### config.mk
export PLATFORM = sky130hd
export DESIGN_NAME = ram_master
export DESIGN_NICKNAME = d
export VERILOG_FILES = /design/src/rtl/ram_master.sv
export SDC_FILE = /design/constraint.sdc
export NUM_CORES = 1
export LEC_CHECK = 0
export ABC_AREA = 0
export ABC_CLOCK_PERIOD_IN_PS = 3810
export CAP_MARGIN = 30
export CORE_UTILIZATION = 50
export CTS_CLUSTER_DIAMETER = 200
export DETAILED_ROUTE_END_ITERATION = 16
export GPL_ROUTABILITY_DRIVEN = 0
export PLACE_DENSITY_LB_ADDON = 0.1
export SLEW_MARGIN = 20
export SYNTH_ARGS = -nofsm -noshare
export SYNTH_HDL_FRONTEND = slang
export SYNTH_SLANG_ARGS = --single-unit
### constraint.sdc
create_clock -name clk -period 3.81 [get_ports clk]
set_clock_uncertainty 0.1 [all_clocks]
set_input_delay 1.143 -clock clk [delete_from_list [all_inputs] [get_ports clk]]
set_output_delay 1.143 -clock clk [all_outputs]
set_load 0.02 [all_outputs]
### src/rtl/ram_master.sv
// ram_master
//
// Initiator-side controller that drives a block RAM with separate read and
// write ports on behalf of the CPU core. It accepts load, store and
// block-copy commands over a valid/ready request channel. It sequences the
// RAM ports around the RAM's one-cycle registered read latency. It returns
// one response per command over a valid/ready response channel.
//
// Ports
//   clk, rst        system clock and synchronous active-high reset
//   req_valid/ready request handshake (ready only while idle)
//   req_op          00 load, 01 store, 10 copy, 11 reserved (flags rsp_err)
//   req_addr        load/store address, or copy source base
//   req_addr2       copy destination base
//   req_len         copy byte count (0 is a legal no-op copy)
//   req_wdata       store data
//   rsp_valid/ready response handshake
//   rsp_rdata       load data, store echo, or copy byte count
//   rsp_err         set for the reserved opcode
//   ram_*           RAM read/write address, data and enables
//   ram_data_rd     registered RAM read data (valid the cycle after ram_rd_en)
//   busy            high whenever the controller is not idle

module ram_master #(
    parameter int BUS_WIDTH  = 8,
    parameter int DATA_WIDTH = 8
) (
    input  logic                  clk,
    input  logic                  rst,
    input  logic                  req_valid,
    output logic                  req_ready,
    input  logic [1:0]            req_op,
    input  logic [BUS_WIDTH-1:0]  req_addr,
    input  logic [BUS_WIDTH-1:0]  req_addr2,
    input  logic [BUS_WIDTH-1:0]  req_len,
    input  logic [DATA_WIDTH-1:0] req_wdata,
    output logic                  rsp_valid,
    input  logic                  rsp_ready,
    output logic [DATA_WIDTH-1:0] rsp_rdata,
    output logic                  rsp_err,
    output logic [BUS_WIDTH-1:0]  ram_addr_rd,
    output logic [BUS_WIDTH-1:0]  ram_addr_wr,
    output logic [DATA_WIDTH-1:0] ram_data_wr,
    output logic                  ram_rd_en,
    output logic                  ram_wr_en,
    input  logic [DATA_WIDTH-1:0] ram_data_rd,
    output logic                  busy
);

    typedef enum logic [2:0] {
        IDLE,
        RD,
        RD_CAP,
        WR,
        CP_RD,
        CP_WR,
        RESP
    } state_t;

    localparam logic [1:0] OP_LOAD  = 2'b00;
    localparam logic [1:0] OP_STORE = 2'b01;
    localparam logic [1:0] OP_COPY  = 2'b10;

    state_t                state_q, state_d;
    logic [BUS_WIDTH-1:0]  addr_q, addr_d;
    logic [BUS_WIDTH-1:0]  addr2_q, addr2_d;
    logic [BUS_WIDTH-1:0]  len_q, len_d;
    logic [DATA_WIDTH-1:0] wdata_q, wdata_d;
    logic [BUS_WIDTH-1:0]  idx_q, idx_d;
    logic [DATA_WIDTH-1:0] rdata_q, rdata_d;
    logic                  err_q, err_d;
    logic                  ready_q, ready_d;

    logic [BUS_WIDTH-1:0]  idxInc;

    assign idxInc = idx_q + BUS_WIDTH'(1);

    // State and datapath registers. req_ready is registered so that it stays
    // low in the reset cycle and rises only in the first cycle after rst has
    // been sampled low.
    always_ff @(posedge clk) begin
        if (rst) begin
            state_q <= IDLE;
            addr_q  <= '0;
            addr2_q <= '0;
            len_q   <= '0;
            wdata_q <= '0;
            idx_q   <= '0;
            rdata_q <= '0;
            err_q   <= 1'b0;
            ready_q <= 1'b0;
        end else begin
            state_q <= state_d;
            addr_q  <= addr_d;
            addr2_q <= addr2_d;
            len_q   <= len_d;
            wdata_q <= wdata_d;
            idx_q   <= idx_d;
            rdata_q <= rdata_d;
            err_q   <= err_d;
            ready_q <= ready_d;
        end
    end

    // Next-state logic. All request fields are captured on acceptance so the
    // RAM side depends only on registered state. A copy walks the index from
    // zero and returns to CP_RD until the incremented index reaches the length.
    // Because the index is BUS_WIDTH wide, the longest copy is 2^BUS_WIDTH-1
    // bytes.
    always_comb begin
        state_d = state_q;
        addr_d  = addr_q;
        addr2_d = addr2_q;
        len_d   = len_q;
        wdata_d = wdata_q;
        idx_d   = idx_q;
        rdata_d = rdata_q;
        err_d   = err_q;

        case (state_q)
            IDLE: begin
                if (req_valid && ready_q) begin
                    addr_d  = req_addr;
                    addr2_d = req_addr2;
                    len_d   = req_len;
                    wdata_d = req_wdata;
                    idx_d   = '0;
                    err_d   = 1'b0;
                    rdata_d = '0;
                    case (req_op)
                        OP_LOAD: state_d = RD;
                        OP_STORE: begin
                            state_d = WR;
                            rdata_d = req_wdata;
                        end
                        OP_COPY: begin
                            if (req_len == '0) begin
                                state_d = RESP;
                            end else begin
                                state_d = CP_RD;
                                rdata_d = DATA_WIDTH'(req_len);
                            end
                        end
                        default: begin
                            state_d = RESP;
                            err_d   = 1'b1;
                        end
                    endcase
                end
            end
            RD:     state_d = RD_CAP;
            RD_CAP: begin
                rdata_d = ram_data_rd;
                state_d = RESP;
            end
            WR:     state_d = RESP;
            CP_RD:  state_d = CP_WR;
            CP_WR: begin
                idx_d   = idxInc;
                state_d = (idxInc == len_q) ? RESP : CP_RD;
            end
            RESP: begin
                if (rsp_ready) begin
                    state_d = IDLE;
                    err_d   = 1'b0;
                end
            end
            default: state_d = IDLE;
        endcase
    end

    assign ready_d = (state_d == IDLE);

    // RAM port decode. The read and write enables come from mutually
    // exclusive states, so they can never be high together. During a copy,
    // the write data is the RAM read data returned from the previous CP_RD
    // cycle.
    always_comb begin
        ram_rd_en   = 1'b0;
        ram_wr_en   = 1'b0;
        ram_addr_rd = '0;
        ram_addr_wr = '0;
        ram_data_wr = '0;
        case (state_q)
            RD: begin
                ram_rd_en   = 1'b1;
                ram_addr_rd = addr_q;
            end
            CP_RD: begin
                ram_rd_en   = 1'b1;
                ram_addr_rd = addr_q + idx_q;
            end
            WR: begin
                ram_wr_en   = 1'b1;
                ram_addr_wr = addr_q;
                ram_data_wr = wdata_q;
            end
            CP_WR: begin
                ram_wr_en   = 1'b1;
                ram_addr_wr = addr2_q + idx_q;
                ram_data_wr = ram_data_rd;
            end
            default: begin
                ram_rd_en = 1'b0;
            end
        endcase
    end

    assign req_ready = ready_q;
    assign rsp_valid = (state_q == RESP);
    assign rsp_rdata = rdata_q;
    assign rsp_err   = err_q;
    assign busy      = (state_q != IDLE);

endmodule

==> flow_summary.yaml <==
run_status:
  status: "finished, violations left"
  violations: "DRC"
logic_synthesis:
  syn_area_per_cell_sq_um: 7.63
  ys_seq_elements: 53
  syn_nets: 518
  yosys.area.top_type: "dfxtp_1"
  ys_seq_area_share_pct: 30.8
  ys_types: 58
  syn_inst: 451
  ys.flop_type: "dfxtp_1"
  synth-edff-count: 0
  async_flop_share_pct: 0
  netlist.area_leader.share_pct: 30.8
  synth.cell_area_sq_um: 3440
  synth_area_leaders: "dfxtp_1 (31%), nand2_1 (11%), ha_1 (6.9%), a21oi_1 (6.7%), nor2_1 (4.4%)"
  yosysWarnings: 0
drt:
  via_per_inst: 5.85
  firstDrtPassIters: 11
  drt-total-wl_mm: 9.44
  antenna_left: 0
  drc_errors: 5
  drtIter0Drc: 139
  wl_per_cell_um: 15.5
  vias: 3560
floorplan:
  die_h_um: 85.0
  core_sq_um: 6490
  io_pins: 84
  start_util_pct: 53.0
  die-area_sq_um: 7220
  fp.dieW_um: 85.0
  num_rows: 29
grt:
  grt_max_degree: 41
  grt_pass1_vias: 3382
  antenna_found_initial: 0
  grt_usage_pct: 27.2
  grt_pass1_wl_mm: 15.7
  globalRouteOverflowTotal: 0
cts:
  cts_tree: "yes"
  cts.path.max_buffers: 2
  h-tree-depth: 2
  path_clk_slew_ns: 0.11
  clock_sinks: 53
  root_buffer: "clkbuf_8"
  numCtsBuffers: 5
  worst_skew_pair.late_latency_ns: 0.31
finish:
  drive_gt1_share_pct: 10.9
  syn_to_final_growth_pct: 30.1
  diodes: 0
  design_area_sq_um: 4480
  nets: 598
sta:
  tns_ns: 0
  worst_pin_slew_ns: 0.854
  post-route-min-period_ns: 3.73
  min_period_over_period_pct: 97.8
  max_freq_mhz: 268
  hold_ws_ns: 0.362
  hold_violations: 0
  finalMaxSlewViolations: 0
  setup_viol_count_final: 0
  maxSlewHeadroom_pct: 43.1
placed_design:
  postPlaceCellArea_sq_um: 4370
  numPortBuffers: 83
  hpwl_mm: 6.96
critical_path:
  start_kind: "flop"
  crit_type: "reg -> out"
  arrival_ns: 2.48
  worst_setup_path_end_kind: "output port"
  crit_fanout: 2
  worst-endpoint-required_ns: 2.57
power:
  total_power_uw: 1730
  ir_drop_v: 0.000277
  p_leak_uw: 0.00173
  power.density_nw_per_um2: 387
flow_run:
  max-cap-violations: 0
min_path:
  hold_path.class: "reg -> reg"
-- synthesized netlist by cell type (3+ instances only) --
cell type	n
nand2_1	98
dfxtp_1	53
a21oi_1	46
nor2_1	40
ha_1	19
clkbuf_1	18
a22o_1	17
nand3_1	15
o21ai_0	13
buf_2	12
xnor2_1	12
inv_1	10
nor3_1	8
a22oi_1	6
a311oi_1	6
a311oi_2	6
xor2_1	6
nand2b_1	4
nor2b_1	4
a31oi_1	3
o31a_1	3
-- path summary, 6_finish.rpt --
path	cells past startpoint	start	end	slack, ns
min reg2reg	2	wdata_q[4]	wdata_q[4]	0.36
max	10	addr2_q[0]	ram_addr_wr[6]	0.08
min	2	wdata_q[4]	wdata_q[4]	0.36
max reg2reg	7	state_q[1]	idx_q[4]	1.56
-- cells by family (layout without fill, tap and decap cells) --
logic type	Yosys count	count (layout)	share of synthesized area (%)
compound gates	126	126	26.0
xor+xnor	18	18	4.58
fa+ha+maj	21	21	8.07
buf+inv	44	125	5.89
flops	53	53	30.8
mux	2	2	0.582
simple gates	187	187	24.0
-- layout make-up --
class                      instances  area, sq um
multi-input combinational        354         2200
fill                             572         2020
sequential                        53         1060
timing repair buffer             107          993
tap                               77         96.3
clock buffer                       5         68.8
inverter                          10         37.5
clock inverter                     3         21.3
-- worst max-delay path: stages (launching register included) --
cell	delay, ns
dfxtp_2	0.37
ha_1	0.19
inv_1	0.06
fa_1	0.40
nor2b_1	0.13
o21ai_0	0.13
a21boi_1	0.21
o21ai_0	0.13
mux2i_1	0.16
nand2_1	0.06
dlygate4sd2_1	0.32
-- power breakdown --
part	switching, uW	total [uW]	internal [uW]	leakage (uW)
logic	387	688	301	0.00125
clock network	207	338	131	0.0000445
registers	66.5	705	639	0.000432
total	661	1730	1070	0.00173
-- flip-flops by register name (all words and copies together) (netlist names) --
name       flops
len_q          8
rsp_err        1
req_ready      1
idx_q          8
state_q        3
addr2_q        8
wdata_q        8
rsp_rdata      8
addr_q         8
-- timing repair --
action | CTS | global route
setup endpoints to repair | 6 | 5
gates cloned | 0 | 0
resized for setup | 8 | 12
buffers inserted | 0 | 1
hold endpoints to repair | 0 | 0
hold buffers | 0 | 0
pin swaps | 0 | 1
-- per-stage QoR --
stage / utilization [%] / worst slack, ns / std cells
2_1_floorplan: - / 0.522 / 451
3_3_place_gp: 67.3 / 0.123 / 600
3_5_place_dp: 67.3 / 0.0160 / 600
4_1_cts: 68.6 / -0.0352 / 608
5_1_grt: 68.9 / -0.0230 / 609
6_report: 68.9 / 0.0838 / 609
-- cells in the final DEF (no fill, tap or decap), types with 6 or more instances in the layout --
master and count:
inv_1 10, nor3_1 8, clkdlybuf4s50_1 75, o21ai_0 13, dfxtp_1 50, a22o_1 17, a22oi_1 6, a21oi_1 45
a311oi_1 6, xor2_1 6, ha_1 19, nand3_1 15, a311oi_2 6, buf_4 24, nor2_1 40, xnor2_1 12
nand2_1 98
-- layer usage --
metal / vias to the layer above / track usage, % / part of all wire, %
li1: 1745 / - / -
met1: 1692 / 32.7 / 44
met2: 111 / 49.4 / 49
met3: 12 / 4.38 / 5.7
met4: 0 / 8.47 / 1.0
met5: - / 0 / 0
No activity file was read; power rests on OpenSTA's default activity.
